`config.mk`:
```
export PLATFORM = sky130hd
export DESIGN_NAME = snd_cmd_mailbox_flat
export DESIGN_NICKNAME = d
export VERILOG_FILES = /design/src/rtl/snd_pkg.sv /design/src/rtl/snd_cmd_mailbox_if.sv /design/src/rtl/snd_fifo.sv /design/src/rtl/snd_cmd_mailbox.sv /design/src/flat_wrapper.sv
export SDC_FILE = /design/constraint.sdc
export NUM_CORES = 1
export LEC_CHECK = 0
export BUFFER_PORTS_ARGS = -buffer_cell sky130_fd_sc_hd__buf_2
export CELL_PAD_IN_SITES_DETAIL_PLACEMENT = 0
export CELL_PAD_IN_SITES_GLOBAL_PLACEMENT = 1
export CORE_MARGIN = 2
export CORE_UTILIZATION = 46
export DETAILED_ROUTE_END_ITERATION = 10
export GPL_ROUTABILITY_DRIVEN = 0
export GPL_TIMING_DRIVEN = 1
export PLACE_DENSITY = 0.84
export SLEW_MARGIN = 20
export SYNTH_ARGS = -nofsm -noshare
export SYNTH_HDL_FRONTEND = slang
export SYNTH_HIERARCHICAL = 1
export SYNTH_SLANG_ARGS = --single-unit
```
`constraint.sdc`:
```
create_clock -name clk_main -period 5.88 [get_ports clk_main]
set_input_delay 0.882 -clock clk_main [delete_from_list [all_inputs] [get_ports clk_main]]
set_output_delay 0.882 -clock clk_main [all_outputs]
set_load 0.03 [all_outputs]
```
`src/rtl/snd_pkg.sv`:
```
`default_nettype none
// ============================================================================
//  Module   : snd_pkg
//  Brief    : Shared constants and sizing helpers for the sound command
//             mailbox (IRQ mode encodings, count/pointer widths).
//  Revision : 1.0 - initial release
// ============================================================================
package snd_pkg;

    localparam int IRQ_MODE_LATCH = 0;
    localparam int IRQ_MODE_LEVEL = 1;

    // Width needed to hold an occupancy value of 0..depth inclusive.
    function automatic int cnt_w(input int depth);
        return $clog2(depth + 1);
    endfunction

    // Pointer width; a single-entry FIFO still carries a one-bit pointer.
    function automatic int ptr_w(input int depth);
        return (depth > 1) ? $clog2(depth) : 1;
    endfunction

endpackage
`default_nettype wire

```
`src/rtl/snd_cmd_mailbox_if.sv`:
```
`default_nettype none
// ============================================================================
//  Module   : snd_cmd_mailbox_if
//  Brief    : Host / sound-CPU signal bundle for the command mailbox.
//             master = bus side driving requests, slave = mailbox.
//  Revision : 1.0 - initial release
// ============================================================================
interface snd_cmd_mailbox_if
    import snd_pkg::*;
#(
    parameter int DATA_W = 8,
    parameter int DEPTH  = 4
);
    logic [DATA_W-1:0]         host_data;
    logic                      host_strobe;
    logic                      host_irq;
    logic                      snd_rd;
    logic [DATA_W-1:0]         snd_data;
    logic                      snd_iack;
    logic                      irq_n;
    logic [DATA_W-1:0]         snd_reply_data;
    logic                      snd_reply_wr;
    logic [DATA_W-1:0]         host_reply;
    logic                      host_reply_valid;
    logic                      host_reply_rd;
    logic [cnt_w(DEPTH)-1:0]   fifo_count;
    logic                      fifo_empty;
    logic                      fifo_full;
    logic                      overflow;
    logic                      ovf_clr;

    modport master (
        output host_data, host_strobe, host_irq, snd_rd, snd_iack,
               snd_reply_data, snd_reply_wr, host_reply_rd, ovf_clr,
        input  snd_data, irq_n, host_reply, host_reply_valid,
               fifo_count, fifo_empty, fifo_full, overflow
    );

    modport slave (
        input  host_data, host_strobe, host_irq, snd_rd, snd_iack,
               snd_reply_data, snd_reply_wr, host_reply_rd, ovf_clr,
        output snd_data, irq_n, host_reply, host_reply_valid,
               fifo_count, fifo_empty, fifo_full, overflow
    );
endinterface
`default_nettype wire

```
`src/rtl/snd_fifo.sv`:
```
`default_nettype none
// ============================================================================
//  Module   : snd_fifo
//  Brief    : First-word-fall-through FIFO with optional overwrite-newest
//             on full. When empty the head shows the last popped word.
//  Revision : 1.0 - initial release
// ============================================================================
module snd_fifo
    import snd_pkg::*;
#(
    parameter int DATA_W    = 8,
    parameter int DEPTH     = 4,
    parameter int OVERWRITE = 0
)(
    input  logic                    clk,
    input  logic                    rst,
    input  logic                    push,
    input  logic [DATA_W-1:0]       push_data,
    input  logic                    pop,
    output logic [DATA_W-1:0]       head,
    output logic [cnt_w(DEPTH)-1:0] count,
    output logic                    empty,
    output logic                    full,
    output logic                    empty_nxt,
    output logic                    ovf_event
);
    localparam int CNT_W = cnt_w(DEPTH);
    localparam int PTR_W = ptr_w(DEPTH);

    logic [DATA_W-1:0] mem_q [DEPTH];
    logic [DATA_W-1:0] mem_d [DEPTH];
    logic [PTR_W-1:0]  wr_ptr_q, wr_ptr_d;
    logic [PTR_W-1:0]  rd_ptr_q, rd_ptr_d;
    logic [CNT_W-1:0]  count_q, count_d;
    logic              empty_q, empty_d;
    logic              full_q, full_d;
    logic [DATA_W-1:0] last_pop_q, last_pop_d;
    logic              do_pop;
    logic              push_acc;

    function automatic logic [PTR_W-1:0] ptr_inc(input logic [PTR_W-1:0] p);
        return (p == PTR_W'(DEPTH - 1)) ? '0 : p + 1'b1;
    endfunction

    function automatic logic [PTR_W-1:0] ptr_dec(input logic [PTR_W-1:0] p);
        return (p == '0) ? PTR_W'(DEPTH - 1) : p - 1'b1;
    endfunction

    // Pop is evaluated first, so a full FIFO popped and pushed together
    // accepts the new word into the slot the pop frees.
    always_comb begin
        mem_d      = mem_q;
        wr_ptr_d   = wr_ptr_q;
        rd_ptr_d   = rd_ptr_q;
        last_pop_d = last_pop_q;
        ovf_event  = 1'b0;
        push_acc   = 1'b0;
        do_pop     = pop & ~empty_q;
        if (do_pop) begin
            last_pop_d = mem_q[rd_ptr_q];
            rd_ptr_d   = ptr_inc(rd_ptr_q);
        end
        if (push) begin
            if (!full_q || do_pop) begin
                mem_d[wr_ptr_q] = push_data;
                wr_ptr_d        = ptr_inc(wr_ptr_q);
                push_acc        = 1'b1;
            end else if (OVERWRITE != 0) begin
                mem_d[ptr_dec(wr_ptr_q)] = push_data;
            end else begin
                ovf_event = 1'b1;
            end
        end
        count_d   = count_q + CNT_W'(push_acc) - CNT_W'(do_pop);
        empty_d   = (count_d == '0);
        full_d    = (count_d == CNT_W'(DEPTH));
        empty_nxt = empty_d;
    end

    // Storage, pointers and registered status flags.
    always_ff @(posedge clk) begin
        if (rst) begin
            for (int i = 0; i < DEPTH; i++) mem_q[i] <= '0;
            wr_ptr_q   <= '0;
            rd_ptr_q   <= '0;
            count_q    <= '0;
            empty_q    <= 1'b1;
            full_q     <= 1'b0;
            last_pop_q <= '0;
        end else begin
            mem_q      <= mem_d;
            wr_ptr_q   <= wr_ptr_d;
            rd_ptr_q   <= rd_ptr_d;
            count_q    <= count_d;
            empty_q    <= empty_d;
            full_q     <= full_d;
            last_pop_q <= last_pop_d;
        end
    end

    assign head  = empty_q ? last_pop_q : mem_q[rd_ptr_q];
    assign count = count_q;
    assign empty = empty_q;
    assign full  = full_q;

endmodule
`default_nettype wire

```
`src/rtl/snd_cmd_mailbox.sv`:
```
`default_nettype none
// ============================================================================
//  Module   : snd_cmd_mailbox
//  Brief    : Host-to-sound-CPU command mailbox: strobe-edge FIFO push,
//             selectable latched/level IRQ, reply latch, sticky overflow.
//  Revision : 1.0 - initial release
// ============================================================================
module snd_cmd_mailbox
    import snd_pkg::*;
#(
    parameter int DATA_W    = 8,
    parameter int DEPTH     = 4,
    parameter int OVERWRITE = 0,
    parameter int IRQ_MODE  = IRQ_MODE_LATCH
)(
    input  logic               clk_main,
    input  logic               reset,
    snd_cmd_mailbox_if.slave   bus
);
    logic              strobe_prev_q, strobe_prev_d;
    logic              irq_prev_q, irq_prev_d;
    logic              irq_n_q, irq_n_d;
    logic              ovf_q, ovf_d;
    logic [DATA_W-1:0] reply_q, reply_d;
    logic              reply_v_q, reply_v_d;
    logic              strobe_edge;
    logic              irq_edge;
    logic              fifo_empty_nxt;
    logic              fifo_ovf_event;

    assign strobe_edge = bus.host_strobe & ~strobe_prev_q;
    assign irq_edge    = bus.host_irq & ~irq_prev_q;

    snd_fifo #(
        .DATA_W    (DATA_W),
        .DEPTH     (DEPTH),
        .OVERWRITE (OVERWRITE)
    ) u_fifo (
        .clk       (clk_main),
        .rst       (reset),
        .push      (strobe_edge),
        .push_data (bus.host_data),
        .pop       (bus.snd_rd),
        .head      (bus.snd_data),
        .count     (bus.fifo_count),
        .empty     (bus.fifo_empty),
        .full      (bus.fifo_full),
        .empty_nxt (fifo_empty_nxt),
        .ovf_event (fifo_ovf_event)
    );

    // Edge history, sticky overflow (new event beats clear) and reply latch
    // (write beats read).
    always_comb begin
        strobe_prev_d = bus.host_strobe;
        irq_prev_d    = bus.host_irq;
        ovf_d         = ovf_q;
        reply_d       = reply_q;
        reply_v_d     = reply_v_q;
        if (bus.ovf_clr)       ovf_d = 1'b0;
        if (fifo_ovf_event)    ovf_d = 1'b1;
        if (bus.host_reply_rd) reply_v_d = 1'b0;
        if (bus.snd_reply_wr) begin
            reply_d   = bus.snd_reply_data;
            reply_v_d = 1'b1;
        end
    end

    generate
        if (IRQ_MODE == IRQ_MODE_LEVEL) begin : g_irq_level
            logic unused_level;
            assign unused_level = bus.snd_iack ^ irq_edge;
            // IRQ follows "data pending" of the next FIFO state.
            always_comb begin
                irq_n_d = fifo_empty_nxt;
            end
        end else begin : g_irq_latch
            logic unused_latch;
            assign unused_latch = fifo_empty_nxt;
            // Host edge raises the request; acknowledge wins over a new edge.
            always_comb begin
                irq_n_d = irq_n_q;
                if (irq_edge)     irq_n_d = 1'b0;
                if (bus.snd_iack) irq_n_d = 1'b1;
            end
        end
    endgenerate

    // Control registers; histories reset high so a level held through reset
    // release is not mistaken for an edge.
    always_ff @(posedge clk_main) begin
        if (reset) begin
            strobe_prev_q <= 1'b1;
            irq_prev_q    <= 1'b1;
            irq_n_q       <= 1'b1;
            ovf_q         <= 1'b0;
            reply_q       <= '0;
            reply_v_q     <= 1'b0;
        end else begin
            strobe_prev_q <= strobe_prev_d;
            irq_prev_q    <= irq_prev_d;
            irq_n_q       <= irq_n_d;
            ovf_q         <= ovf_d;
            reply_q       <= reply_d;
            reply_v_q     <= reply_v_d;
        end
    end

    assign bus.irq_n            = irq_n_q;
    assign bus.overflow         = ovf_q;
    assign bus.host_reply       = reply_q;
    assign bus.host_reply_valid = reply_v_q;

endmodule
`default_nettype wire
```
`src/flat_wrapper.sv`:
```
// flat-port wrapper written by rule: the top's interface ports become plain ports
module snd_cmd_mailbox_flat import snd_pkg::*;
#(
    parameter int DATA_W    = 8,
    parameter int DEPTH     = 4,
    parameter int OVERWRITE = 0,
    parameter int IRQ_MODE  = IRQ_MODE_LATCH
)
  (clk_main, reset, bus_host_data, bus_host_strobe, bus_host_irq, bus_snd_rd, bus_snd_iack, bus_snd_reply_data, bus_snd_reply_wr, bus_host_reply_rd, bus_ovf_clr, bus_snd_data, bus_irq_n, bus_host_reply, bus_host_reply_valid, bus_fifo_count, bus_fifo_empty, bus_fifo_full, bus_overflow);
  snd_cmd_mailbox_if #(.DATA_W(DATA_W), .DEPTH(DEPTH)) bus_i ();
  input  logic clk_main;
  input  logic reset;
  input wire logic [$bits(bus_i.host_data)-1:0] bus_host_data;
  input wire logic [$bits(bus_i.host_strobe)-1:0] bus_host_strobe;
  input wire logic [$bits(bus_i.host_irq)-1:0] bus_host_irq;
  input wire logic [$bits(bus_i.snd_rd)-1:0] bus_snd_rd;
  input wire logic [$bits(bus_i.snd_iack)-1:0] bus_snd_iack;
  input wire logic [$bits(bus_i.snd_reply_data)-1:0] bus_snd_reply_data;
  input wire logic [$bits(bus_i.snd_reply_wr)-1:0] bus_snd_reply_wr;
  input wire logic [$bits(bus_i.host_reply_rd)-1:0] bus_host_reply_rd;
  input wire logic [$bits(bus_i.ovf_clr)-1:0] bus_ovf_clr;
  output wire logic [$bits(bus_i.snd_data)-1:0] bus_snd_data;
  output wire logic [$bits(bus_i.irq_n)-1:0] bus_irq_n;
  output wire logic [$bits(bus_i.host_reply)-1:0] bus_host_reply;
  output wire logic [$bits(bus_i.host_reply_valid)-1:0] bus_host_reply_valid;
  output wire logic [$bits(bus_i.fifo_count)-1:0] bus_fifo_count;
  output wire logic [$bits(bus_i.fifo_empty)-1:0] bus_fifo_empty;
  output wire logic [$bits(bus_i.fifo_full)-1:0] bus_fifo_full;
  output wire logic [$bits(bus_i.overflow)-1:0] bus_overflow;
  assign bus_i.host_data = bus_host_data;
  assign bus_i.host_strobe = bus_host_strobe;
  assign bus_i.host_irq = bus_host_irq;
  assign bus_i.snd_rd = bus_snd_rd;
  assign bus_i.snd_iack = bus_snd_iack;
  assign bus_i.snd_reply_data = bus_snd_reply_data;
  assign bus_i.snd_reply_wr = bus_snd_reply_wr;
  assign bus_i.host_reply_rd = bus_host_reply_rd;
  assign bus_i.ovf_clr = bus_ovf_clr;
  assign bus_snd_data = bus_i.snd_data;
  assign bus_irq_n = bus_i.irq_n;
  assign bus_host_reply = bus_i.host_reply;
  assign bus_host_reply_valid = bus_i.host_reply_valid;
  assign bus_fifo_count = bus_i.fifo_count;
  assign bus_fifo_empty = bus_i.fifo_empty;
  assign bus_fifo_full = bus_i.fifo_full;
  assign bus_overflow = bus_i.overflow;
  snd_cmd_mailbox #(.DATA_W(DATA_W), .DEPTH(DEPTH), .OVERWRITE(OVERWRITE), .IRQ_MODE(IRQ_MODE)) u_core (.clk_main(clk_main), .reset(reset), .bus(bus_i));
endmodule
```
# == Word level (Yosys, flattened, before mapping) ==
# Cells that the tools add are included.
# word_totals
in_bits,25
ff_bits,62
output_inout_bits,24
# op_classes
magnitude_cmp,3
n_eq_ne,3
n_addsub,4
muxes,17
n_bitwise,8
n_reduce_logical,8
# ops
op,count
bitwise mux 32 bit,1
2-to-1 mux 8 bit,4
binary-select mux 8 bit (select 2 bit),1
demux 8 bit (select 2 bit),1
2-to-1 mux 1 bit,8
">= comparator 3 bit, second input constant",2
inverter 2 -> 3 bit,2
"adder 2 x 1 -> 2 bit, second input constant",2
"equality test 2 bit, second input constant",2
2-to-1 mux 2 bit,2
nonzero test 2 bit,2
adder 3 x 1 -> 3 bit,1
AND 1 bit,3
"equality test 3 bit, second input constant",1
zero test 3 bit,1
"less-than comparator 3 x 1 -> 1 bit, second input constant",1
inverter 1 bit,3
subtractor 3 x 1 -> 3 bit,1
AND reduction 2 bit,1
OR reduction 2 bit,1
logical AND 1 bit,1
zero test 1 bit,1
logical OR 1 bit,1

# == Longest topological paths before layout ==
# Gate-level depths: netlist (run 1).
# logic_depth
depth_word,8
depth_mapped,11
mapped_depth_nobuf,10

# == Modules after synthesis ==
# The synthesis (run 1) kept the hierarchy.
# modules_own_cells
module,instances,cells_each,area_each_um2
snd_fifo,1,218,2265.9
snd_cmd_mailbox,1,42,450.4

# == Worst setup path before layout (run 1) ==
# Ideal clock, no wire load.
# synth_timing
path_kind,input -> register
start,input port bus_host_strobe
end,"register u_core.u_fifo.empty_q, in the netlist u_core/u_fifo/empty"
required_ns,5.766
path_slack_ns,2.860
setup_time_ns,0.114
arrival_ns,2.906
path_stages,11
path_cell_list,nor2b_1 > buf_2 > a21boi_0 > inv_1 > ha_1 > inv_1 > ha_1 > fa_1 > xnor2_1 > xnor2_1 > a21o_1
# synth_via
elab_chain_cells,5
# synth_lines
element,line,text
"start, declared",flat_wrapper.sv:14,input wire logic [$bits(bus_i.host_strobe)-1:0] bus_host_strobe;
AND 1 bit,snd_cmd_mailbox.sv:31,assign strobe_edge = bus.host_strobe & ~strobe_prev_q;
2-to-1 mux 1 bit,snd_fifo.sv:63,if (push) begin
adder 3 x 1 -> 3 bit,snd_fifo.sv:74,count_d = count_q + CNT_W'(push_acc) - CNT_W'(do_pop);
subtractor 3 x 1 -> 3 bit,snd_fifo.sv:74,
zero test 3 bit,snd_fifo.sv:75,empty_d = (count_d == '0);
"end signal, assigned",snd_fifo.sv:95,empty_q <= empty_d;
"end, declared",snd_fifo.sv:35,"logic empty_q, empty_d;"
# No other way between the ends.
# A chain may end at the register's enable or synchronous reset.

# == Worst setup path after layout (run 1) ==
# layout_timing
start,input port bus_host_strobe
end,"register u_core.u_fifo.empty_q, in the netlist u_core/u_fifo/empty"
# layout_via
elab_chain_cells,5
# layout_lines
element,line,text
AND 1 bit,snd_cmd_mailbox.sv:31,
named net u_core.strobe_edge,snd_cmd_mailbox.sv:26,logic strobe_edge;
2-to-1 mux 1 bit,snd_fifo.sv:63,
adder 3 x 1 -> 3 bit,snd_fifo.sv:74,
subtractor 3 x 1 -> 3 bit,snd_fifo.sv:74,
zero test 3 bit,snd_fifo.sv:75,
# The timed path passes the listed nets, and every way through them passes these cells.

==> impl_metrics.yaml, run 1 <==
clocking:
  holdBufCountCts: 0
  cts_buffers: 9
  clockBufferDepth: 2
  cts_tree: "yes"
  cts.reportedPaths.clkPinSlew_ns: 0.07
  cts_max_level: 3
  cts-root-buf: "clkbuf_8"
  clk_latency_ns: 0.33
  cts_sinks: 62
  cts_resized: 0
  postCtsSetupRepairBufs: 0
cells_and_area:
  final_area_mm2: 0.00312
  layout-drive-gt1-share_pct: 27.5
  final_cells: 381
  syn_to_final_growth_pct: 15.0
  fin_util_pct: 55.6
  diodes: 0
  fin_nets: 338
detailed_routing:
  drc: 0
  antenna_left: 0
  dr.pass1.iters: 4
  avgRoutedWirePerCell_um: 13.9
  drtIter0Drc: 110
  via_per_inst: 5.04
  totalWireLength_um: 5300
  route.vias.total: 1920
sta:
  worstMarginPinSlew_ns: 0.859
  finalHoldViolations: 0
  fin_crit_sh_pct: 55.8
  slew_viol_final: 0
  tns_ns: 0
  period_minus_slack_ns: 3.28
  slew_headroom_pct: 42.6
  rsz0062_at_grt: "false"
  skew_ns: 0.0107
  setup_viol: 0
  fmax_ghz: 0.305
global_routing:
  grt_max_degree: 41
  antenna_found_initial: 0
  first_global_vias: 1849
  grtUsageTotal_pct: 17.7
  gr-total-overflow: 0
  grt_pass1_wl_um: 8580
die:
  fp.coreArea_mm2: 0.00561
  dieArea_mm2: 0.00652
  die_y_um: 80.8
  io_pins: 49
  dieWidth_um: 80.8
  rows: 27
  initial_core_util_pct: 48.3
setup_path:
  reg2reg_slack_ns: 2.97
  start_kind: "input port"
  worstPathRequired_ns: 6.11
  timing.rr.start: "u_core/strobe_prev_q"
  crit_path_end: "u_core/u_fifo/empty"
  r2r-end: "u_core/u_fifo/empty"
  cp_cell_sequence: "buf_2 -> nor2b_1 -> a21boi_0 -> inv_1 -> ha_1 -> inv_1 -> ha_1 -> fa_1 -> xnor2_1 -> xnor2_1 -> a21o_1"
  r2r_cells: 10
  critPathKind: "input port to flip-flop"
  path_max_fanout: 8
  cp_slowest_cell: "nor2b_1"
  critical_path_arrival_ns: 3.51
  crit_start: "bus_host_strobe"
  crit_path_max_incr_delay_ns: 0.68
  end_kind: "flip-flop"
yosys:
  ys.warnings.count: 6
  synthesis.nets: 292
  synth_cells: 259
  netlist_area_mm2: 0.00271
  avgSynthCellArea_um2: 10.5
placed_design:
  dp_hpwl_um: 3620
  portBuffers: 48
  place_area_mm2: 0.00297
  post-place-cells: 366
power:
  peakVddDrop_uv: 160
  power_density_mw_per_mm2: 318
  leakage_nw: 1.44
  power_mw: 0.992
worst_hold_path:
  hp-class: "flip-flop to flip-flop"
  hp-start: "u_core/u_fifo/last_pop_q[2]"
flow_run:
  cap_violations: 0
outcome:
  outcome: "finished, final reports clean"
## through the flow
step | hold slack [ns] | setup slack, ns
final | 0.454 | 2.60
after global routing | 0.466 | 2.36
after CTS | 0.453 | 2.59
after detailed placement | 0.444 | 2.22
after global placement | 0.439 | 2.38
after floorplan | 0.432 | 2.87
## placed cells by master, fill, tap and decap left out, types with 3 or more instances in the layout
| cell | instances |
|---|---|
| dfxtp_1 | 62 |
| nand2_1 | 59 |
| buf_2 | 48 |
| mux2i_1 | 41 |
| nor2_1 | 12 |
| a21oi_1 | 11 |
| clkbuf_8 | 9 |
| inv_1 | 9 |
| mux4_2 | 8 |
| mux2_2 | 8 |
| ha_1 | 7 |
| clkbuf_1 | 4 |
| nor2b_1 | 3 |
| nand2b_1 | 3 |
| o211ai_4 | 3 |
## power by group
group          total (mW)  leakage (nW)  internal [mW]  switching, mW
combinational       0.211         0.858         0.0862          0.125
sequential          0.481         0.504          0.445         0.0363
clock               0.300        0.0773          0.150          0.150
## registers in the layout, summed over array words and instances, names as in the netlist
| name | cells |
|---|---|
| u_core/bus.irq_n | 1 |
| u_core/irq_prev_q | 1 |
| u_core/u_fifo/last_pop_q | 8 |
| u_core/bus.host_reply | 8 |
| u_core/u_fifo/rd_ptr_q | 2 |
| u_core/bus.host_reply_valid | 1 |
| u_core/u_fifo/full | 1 |
| u_core/u_fifo/wr_ptr_q | 2 |
| u_core/strobe_prev_q | 1 |
| u_core/u_fifo/count | 3 |
| u_core/bus.overflow | 1 |
| u_core/u_fifo/mem_q | 32 |
| u_core/u_fifo/empty | 1 |
## worst max-delay path, delay by kind of cell
kind,cells,cell delay [ns]
XOR/XNOR,2,0.31
AND/OR/NAND/NOR,1,0.68
buffers and inverters,3,0.20
adder cells (fa/ha/maj),3,0.84
AO/OA/AOI/OAI,2,0.60
## final cells by class
| class | instances | area [µm²] |
|---|---|---|
| clock buffer | 13 | 139 |
| clock inverter | 2 | 10.0 |
| fill | 541 | 2490 |
| inverter | 11 | 43.8 |
| multi-input combinational | 172 | 1340 |
| sequential | 62 | 1240 |
| tap | 72 | 90.1 |
| timing repair buffer | 49 | 248 |
## routing by layer
metal	track usage (%)	vias up	wire length, µm
met5	0	-	0
met4	9.15	0	113
met3	4.11	12	266
met2	29.3	51	2450
met1	21.6	892	2470
li1	-	965	-
## worst min path at each step
stage,cells past startpoint,end
global placement,2,u_core/u_fifo/last_pop_q[6]
finish,2,u_core/u_fifo/last_pop_q[2]
floorplan,2,u_core/u_fifo/mem_q[24]
detailed placement,1,u_core/bus.irq_n
CTS,2,u_core/u_fifo/last_pop_q[2]
global route,2,u_core/u_fifo/last_pop_q[2]
Power figures use the tool's default switching activity.
==> run 2, diff against run 1 <==
--- a/config.mk
+++ b/config.mk
@@ -5,15 +5,16 @@
 export SDC_FILE = /design/constraint.sdc
 export NUM_CORES = 1
 export LEC_CHECK = 0
+export ABC_AREA = 1
 export BUFFER_PORTS_ARGS = -buffer_cell sky130_fd_sc_hd__buf_2
 export CELL_PAD_IN_SITES_DETAIL_PLACEMENT = 0
 export CELL_PAD_IN_SITES_GLOBAL_PLACEMENT = 1
 export CORE_MARGIN = 2
-export CORE_UTILIZATION = 46
+export CORE_UTILIZATION = 39
 export DETAILED_ROUTE_END_ITERATION = 10
 export GPL_ROUTABILITY_DRIVEN = 0
 export GPL_TIMING_DRIVEN = 1
-export PLACE_DENSITY = 0.84
+export PLACE_DENSITY = 0.78
 export SLEW_MARGIN = 20
 export SYNTH_ARGS = -nofsm -noshare
 export SYNTH_HDL_FRONTEND = slang
==> constraint.sdc (replaced) <==
create_clock -name clk_main -period 3.35 [get_ports clk_main]
set_input_delay 0.5025 -clock clk_main [delete_from_list [all_inputs] [get_ports clk_main]]
set_output_delay 0.5025 -clock clk_main [all_outputs]
set_load 0.03 [all_outputs]
==> impl_metrics.yaml, run 2 <==
outcome:
  outcome: "finished, final reports clean"
power:
  peakVddDrop_uv: 206
  pwr-share-seq_pct: 38.2
  leakage_nw: 1.75
  netSwitchingFraction_pct: 37.2
  p_int_mw: 1.43
  power_density_mw_per_mm2: 635
  p_switching_mw: 0.844
  combinationalPowerShare_pct: 31.9
  power_mw: 2.27
  clkPwrFrac_pct: 29.9
cells_and_area:
  seq_area_mm2: 0.00124
  final_cell_mix: "nand2_1, inv_1, dfxtp_1, nor2_1, buf_2"
  diodes: 0
  final_cells: 620
  n_fill_cell: 823
  multi_input_area_mm2: 0.00135
  syn_to_final_growth_pct: 16.0
  largest_register_ffs: 32
  regMostFlops: "u_core/u_fifo/mem_q"
  fin_nets: 547
  layout-drive-gt1-share_pct: 15.3
  final_common_cell: "nand2_1"
detailed_routing:
  avgRoutedWirePerCell_um: 11.7
  via_per_inst: 4.48
  totalWireLength_um: 7250
  antenna_left: 0
  drtIter0Drc: 211
  route.vias.total: 2775
  routed.top_layer: "met4"
  met3_wirelength_um: 266
  wl_met2_um: 3170
  met1_length_um: 3750
  drc: 0
  dr.pass1.iters: 6
setup_path:
  worstPathRequired_ns: 2.85
  cp_slowest_cell: "dfxtp_1"
  critical_path_arrival_ns: 2.02
  start_kind: "flip-flop"
  worst-path-stages: 5
  r2r_cells: 15
  timing.rr.start: "u_core/u_fifo/empty"
  path_delay_family: "buffers and inverters"
  cp_cell_sequence: "clkinv_1 -> nand3_1 -> nand2_1 -> o21ai_0 -> buf_2"
  crit_path_max_incr_delay_ns: 0.57
  crit_start: "u_core/u_fifo/rd_ptr_q[1]"
  critPathKind: "flip-flop to output port"
  crit_buf_inv: 2
  end_kind: "output port"
  r2r-end: "u_core/u_fifo/full"
  path_max_fanout: 10
  crit_path_end: "bus_snd_data[0]"
  reg2reg_slack_ns: 1.03
sta:
  slew_viol_final: 0
  fmax_ghz: 0.396
  finalHoldViolations: 0
  rsz0062_at_grt: "false"
  slew_headroom_pct: 72.3
  worstMarginPinSlew_ns: 0.415
  skew_ns: 0.0108
  setup_viol: 0
  period_minus_slack_ns: 2.53
  fin_crit_sh_pct: 75.4
  tns_ns: 0
global_routing:
  grtUsageTotal_pct: 18.5
  grt_pass1_wl_um: 12600
  first_global_vias: 2612
  gr-total-overflow: 0
  antenna_found_initial: 0
  grt_max_degree: 38
flow_run:
  cap_violations: 0
die:
  die_y_um: 92.9
  io_pins: 49
  fp.coreArea_mm2: 0.00769
  rows: 32
  dieWidth_um: 92.9
  initial_core_util_pct: 40.1
  dieArea_mm2: 0.00864
placed_design:
  portBuffers: 48
  dp_hpwl_um: 5000
  post-place-cells: 605
clocking:
  clk_latency_ns: 0.33
  cts_resized: 0
  cts_buffers: 9
  cts.reportedPaths.clkPinSlew_ns: 0.07
  holdBufCountCts: 0
  postCtsSetupRepairBufs: 0
  cts_tree: "yes"
  clockBufferDepth: 2
  cts_sinks: 62
  cts_max_level: 3
  cts-root-buf: "clkbuf_8"
yosys:
  ys.warnings.count: 6
  synth_cells: 471
  synthesis.nets: 504
  netlist_area_mm2: 0.00308
  avgSynthCellArea_um2: 6.55
worst_hold_path:
  hp-class: "input port to flip-flop"
[run 2: tightest hold or removal path, delay by kind of cell]
kind	cells	cell delay, ns
buf+inv	1	0.07
simple gates	2	0.08
[run 2: layout make-up]
cell class | count | area share (%)
Timing Repair Buffer | 54 | 7.97
Inverter | 97 | 10.2
Multi-Input combinational cell | 290 | 37.8
Clock buffer | 12 | 4.62
Clock inverter | 3 | 1.19
Sequential cell | 62 | 34.7
Tap cell | 102 | 3.57
[run 2: layer usage]
metal	track usage, %	vias up
li1	-	1523
met1	26.3	1189
met4	5.51	0
met5	0	-
met2	28.3	57
met3	3.74	6
[run 2: through the flow]
step | utilization, % | cell area, µm² | setup WS (ns) | hold WS, ns
global route | 46.5 | 3580 | 0.644 | 0.345
finish | 46.5 | 3580 | 0.823 | 0.353
detailed placement | 43.8 | 3370 | 0.948 | 0.442
floorplan | - | 3080 | 1.02 | 0.424
CTS | 46.5 | 3580 | 0.794 | 0.337
global placement | 43.8 | 3370 | 0.997 | 0.437
[run 2: worst min-delay path by stage]
stage	startpoint	slack [ns]	depth (start not counted)	to
finish	bus_snd_iack	0.35	3	u_core/bus.irq_n
global route	bus_snd_iack	0.34	3	u_core/bus.irq_n
CTS	bus_snd_iack	0.34	3	u_core/bus.irq_n
detailed placement	u_core/irq_prev_q	0.44	2	u_core/bus.irq_n
global placement	u_core/irq_prev_q	0.44	2	u_core/bus.irq_n
floorplan	u_core/irq_prev_q	0.42	2	u_core/bus.irq_n
[run 2: power groups by stage]
stage,logic (mW),registers [mW],clock network (mW)
3_3_place_gp,0.720,0.884,0
2_1_floorplan,0.490,0.946,0
4_1_cts,0.731,0.867,0.701
5_1_grt,0.819,0.877,0.738
6_report,0.725,0.868,0.678
3_5_place_dp,0.730,0.883,0
==> run 3, diff against run 2 <==
--- a/config.mk
+++ b/config.mk
@@ -10,11 +10,11 @@
 export CELL_PAD_IN_SITES_DETAIL_PLACEMENT = 0
 export CELL_PAD_IN_SITES_GLOBAL_PLACEMENT = 1
 export CORE_MARGIN = 2
-export CORE_UTILIZATION = 39
+export CORE_UTILIZATION = 36
 export DETAILED_ROUTE_END_ITERATION = 10
 export GPL_ROUTABILITY_DRIVEN = 0
 export GPL_TIMING_DRIVEN = 1
-export PLACE_DENSITY = 0.78
+export PLACE_DENSITY = 0.76
 export SLEW_MARGIN = 20
 export SYNTH_ARGS = -nofsm -noshare
 export SYNTH_HDL_FRONTEND = slang
==> constraint.sdc (replaced) <==
create_clock -name clk_main -period 2.3 [get_ports clk_main]
set_input_delay 0.345 -clock clk_main [delete_from_list [all_inputs] [get_ports clk_main]]
set_output_delay 0.345 -clock clk_main [all_outputs]
set_load 0.03 [all_outputs]
==> impl_metrics.yaml, run 3 (synthesis results as in run 2) <==
setup_path:
  crit_start: "u_core/u_fifo/empty"
  start_kind: "flip-flop"
  reg2reg_slack_ns: 0.26
  path_max_fanout: 6
  timing.rr.start: "u_core/u_fifo/empty"
  r2r-end: "u_core/u_fifo/full"
  worstPathRequired_ns: 2.58
  critPathKind: "flip-flop to flip-flop"
  end_kind: "flip-flop"
  critical_path_arrival_ns: 2.32
  r2r_cells: 15
global_routing:
  antenna_found_initial: 0
  first_global_vias: 2730
  grt_pass1_wl_um: 13000
  gr-total-overflow: 0
  grt_max_degree: 47
  grtUsageTotal_pct: 18.4
sta:
  setup_viol: 0
  fmax_ghz: 0.490
  rsz0062_at_grt: "false"
  slew_viol_final: 0
  skew_ns: 0.0112
  fin_crit_sh_pct: 88.7
  worstMarginPinSlew_ns: 0.474
  finalHoldViolations: 0
  slew_headroom_pct: 68.4
  period_minus_slack_ns: 2.04
  tns_ns: 0
cells_and_area:
  fin_nets: 549
  final_area_mm2: 0.00361
  regMostFlops: "u_core/u_fifo/mem_q"
  fin_util_pct: 43.7
  layout-drive-gt1-share_pct: 15.9
  final_common_cell: "nand2_1"
  final_cell_mix: "nand2_1, inv_1, dfxtp_1, nor2_1, buf_2"
  diodes: 0
  largest_register_ffs: 32
  syn_to_final_growth_pct: 17.1
power:
  peakVddDrop_uv: 405
  power_density_mw_per_mm2: 938
  power_mw: 3.39
  leakage_nw: 1.77
detailed_routing:
  totalWireLength_um: 7590
  antenna_left: 0
  drtIter0Drc: 115
  via_per_inst: 4.55
  drc: 0
  avgRoutedWirePerCell_um: 12.1
  route.vias.total: 2847
  dr.pass1.iters: 4
clocking:
  cts_sinks: 62
  clk_latency_ns: 0.34
  cts_tree: "yes"
  clockBufferDepth: 2
  cts_max_level: 3
  cts.reportedPaths.clkPinSlew_ns: 0.07
  holdBufCountCts: 0
  cts-root-buf: "clkbuf_8"
  cts_buffers: 9
  cts_resized: 0
  postCtsSetupRepairBufs: 0
die:
  rows: 33
  dieArea_mm2: 0.00932
  io_pins: 49
  die_y_um: 96.6
  dieWidth_um: 96.6
  initial_core_util_pct: 37.3
  fp.coreArea_mm2: 0.00826
placed_design:
  portBuffers: 48
  dp_hpwl_um: 5270
  place_area_mm2: 0.00339
worst_hold_path:
  hold_depth: 3
  hold_path_end: "u_core/bus.irq_n"
  hp-class: "input port to flip-flop"
  hp-start: "bus_snd_iack"
flow_run:
  cap_violations: 0
outcome:
  outcome: "finished, final reports clean"
==> run 3: power breakdown <==
part | total, mW | internal, mW | switching (mW)
Combinational | 1.06 | 0.313 | 0.748
Sequential | 1.26 | 1.19 | 0.0707
Clock | 1.06 | 0.637 | 0.426
Total | 3.39 | 2.14 | 1.24
==> run 3: cell type report <==
cell class,count,area (µm²)
tap,105,131
inverter,97,368
fill,942,4650
multi-input combinational,290,1350
sequential,62,1240
timing repair buffer,56,300
clock inverter,4,70.1
clock buffer,12,145
==> run 3: per-layer routing <==
metal	global-route usage [%]	part of all wire, %	vias to the layer above
met4	4.69	0.78	0
met3	5.66	6.1	5
met2	29.0	43	74
met1	24.5	51	1244
li1	-	-	1524
met5	0	0	-
==> run 3: worst max-delay path by stage <==
stage,cells after the start,slack (ns),end
3_5_place_dp,15,0.17,u_core/u_fifo/full
6_report,15,0.26,u_core/u_fifo/full
5_1_grt,15,0.004,u_core/u_fifo/full
3_3_place_gp,14,0.20,u_core/u_fifo/empty
2_1_floorplan,15,0.11,u_core/u_fifo/full
4_1_cts,6,0.1,bus_snd_data[4]
==> run 3: worst max-delay path, cell delays in order, from the launching register on <==
cell and delay [ns]:
dfxtp_2 0.34, inv_2 0.05, nand2_2 0.09, nand2_2 0.10
nand2_2 0.07, ha_1 0.27, inv_1 0.04, ha_1 0.18
fa_1 0.38, inv_1 0.06, nand2_1 0.06, nand2_1 0.07
nand2_1 0.05, nand2_1 0.07, nand2_1 0.06, nor2_1 0.12
==> run 3: through the flow <==
step	worst slack, ns	cells	hold WS (ns)
after floorplan	0.108	471	0.407
after detailed placement	0.175	610	0.441
after CTS	0.0970	626	0.181
final	0.260	626	0.183
after global placement	0.198	610	0.437
after global routing	0.00359	626	0.200
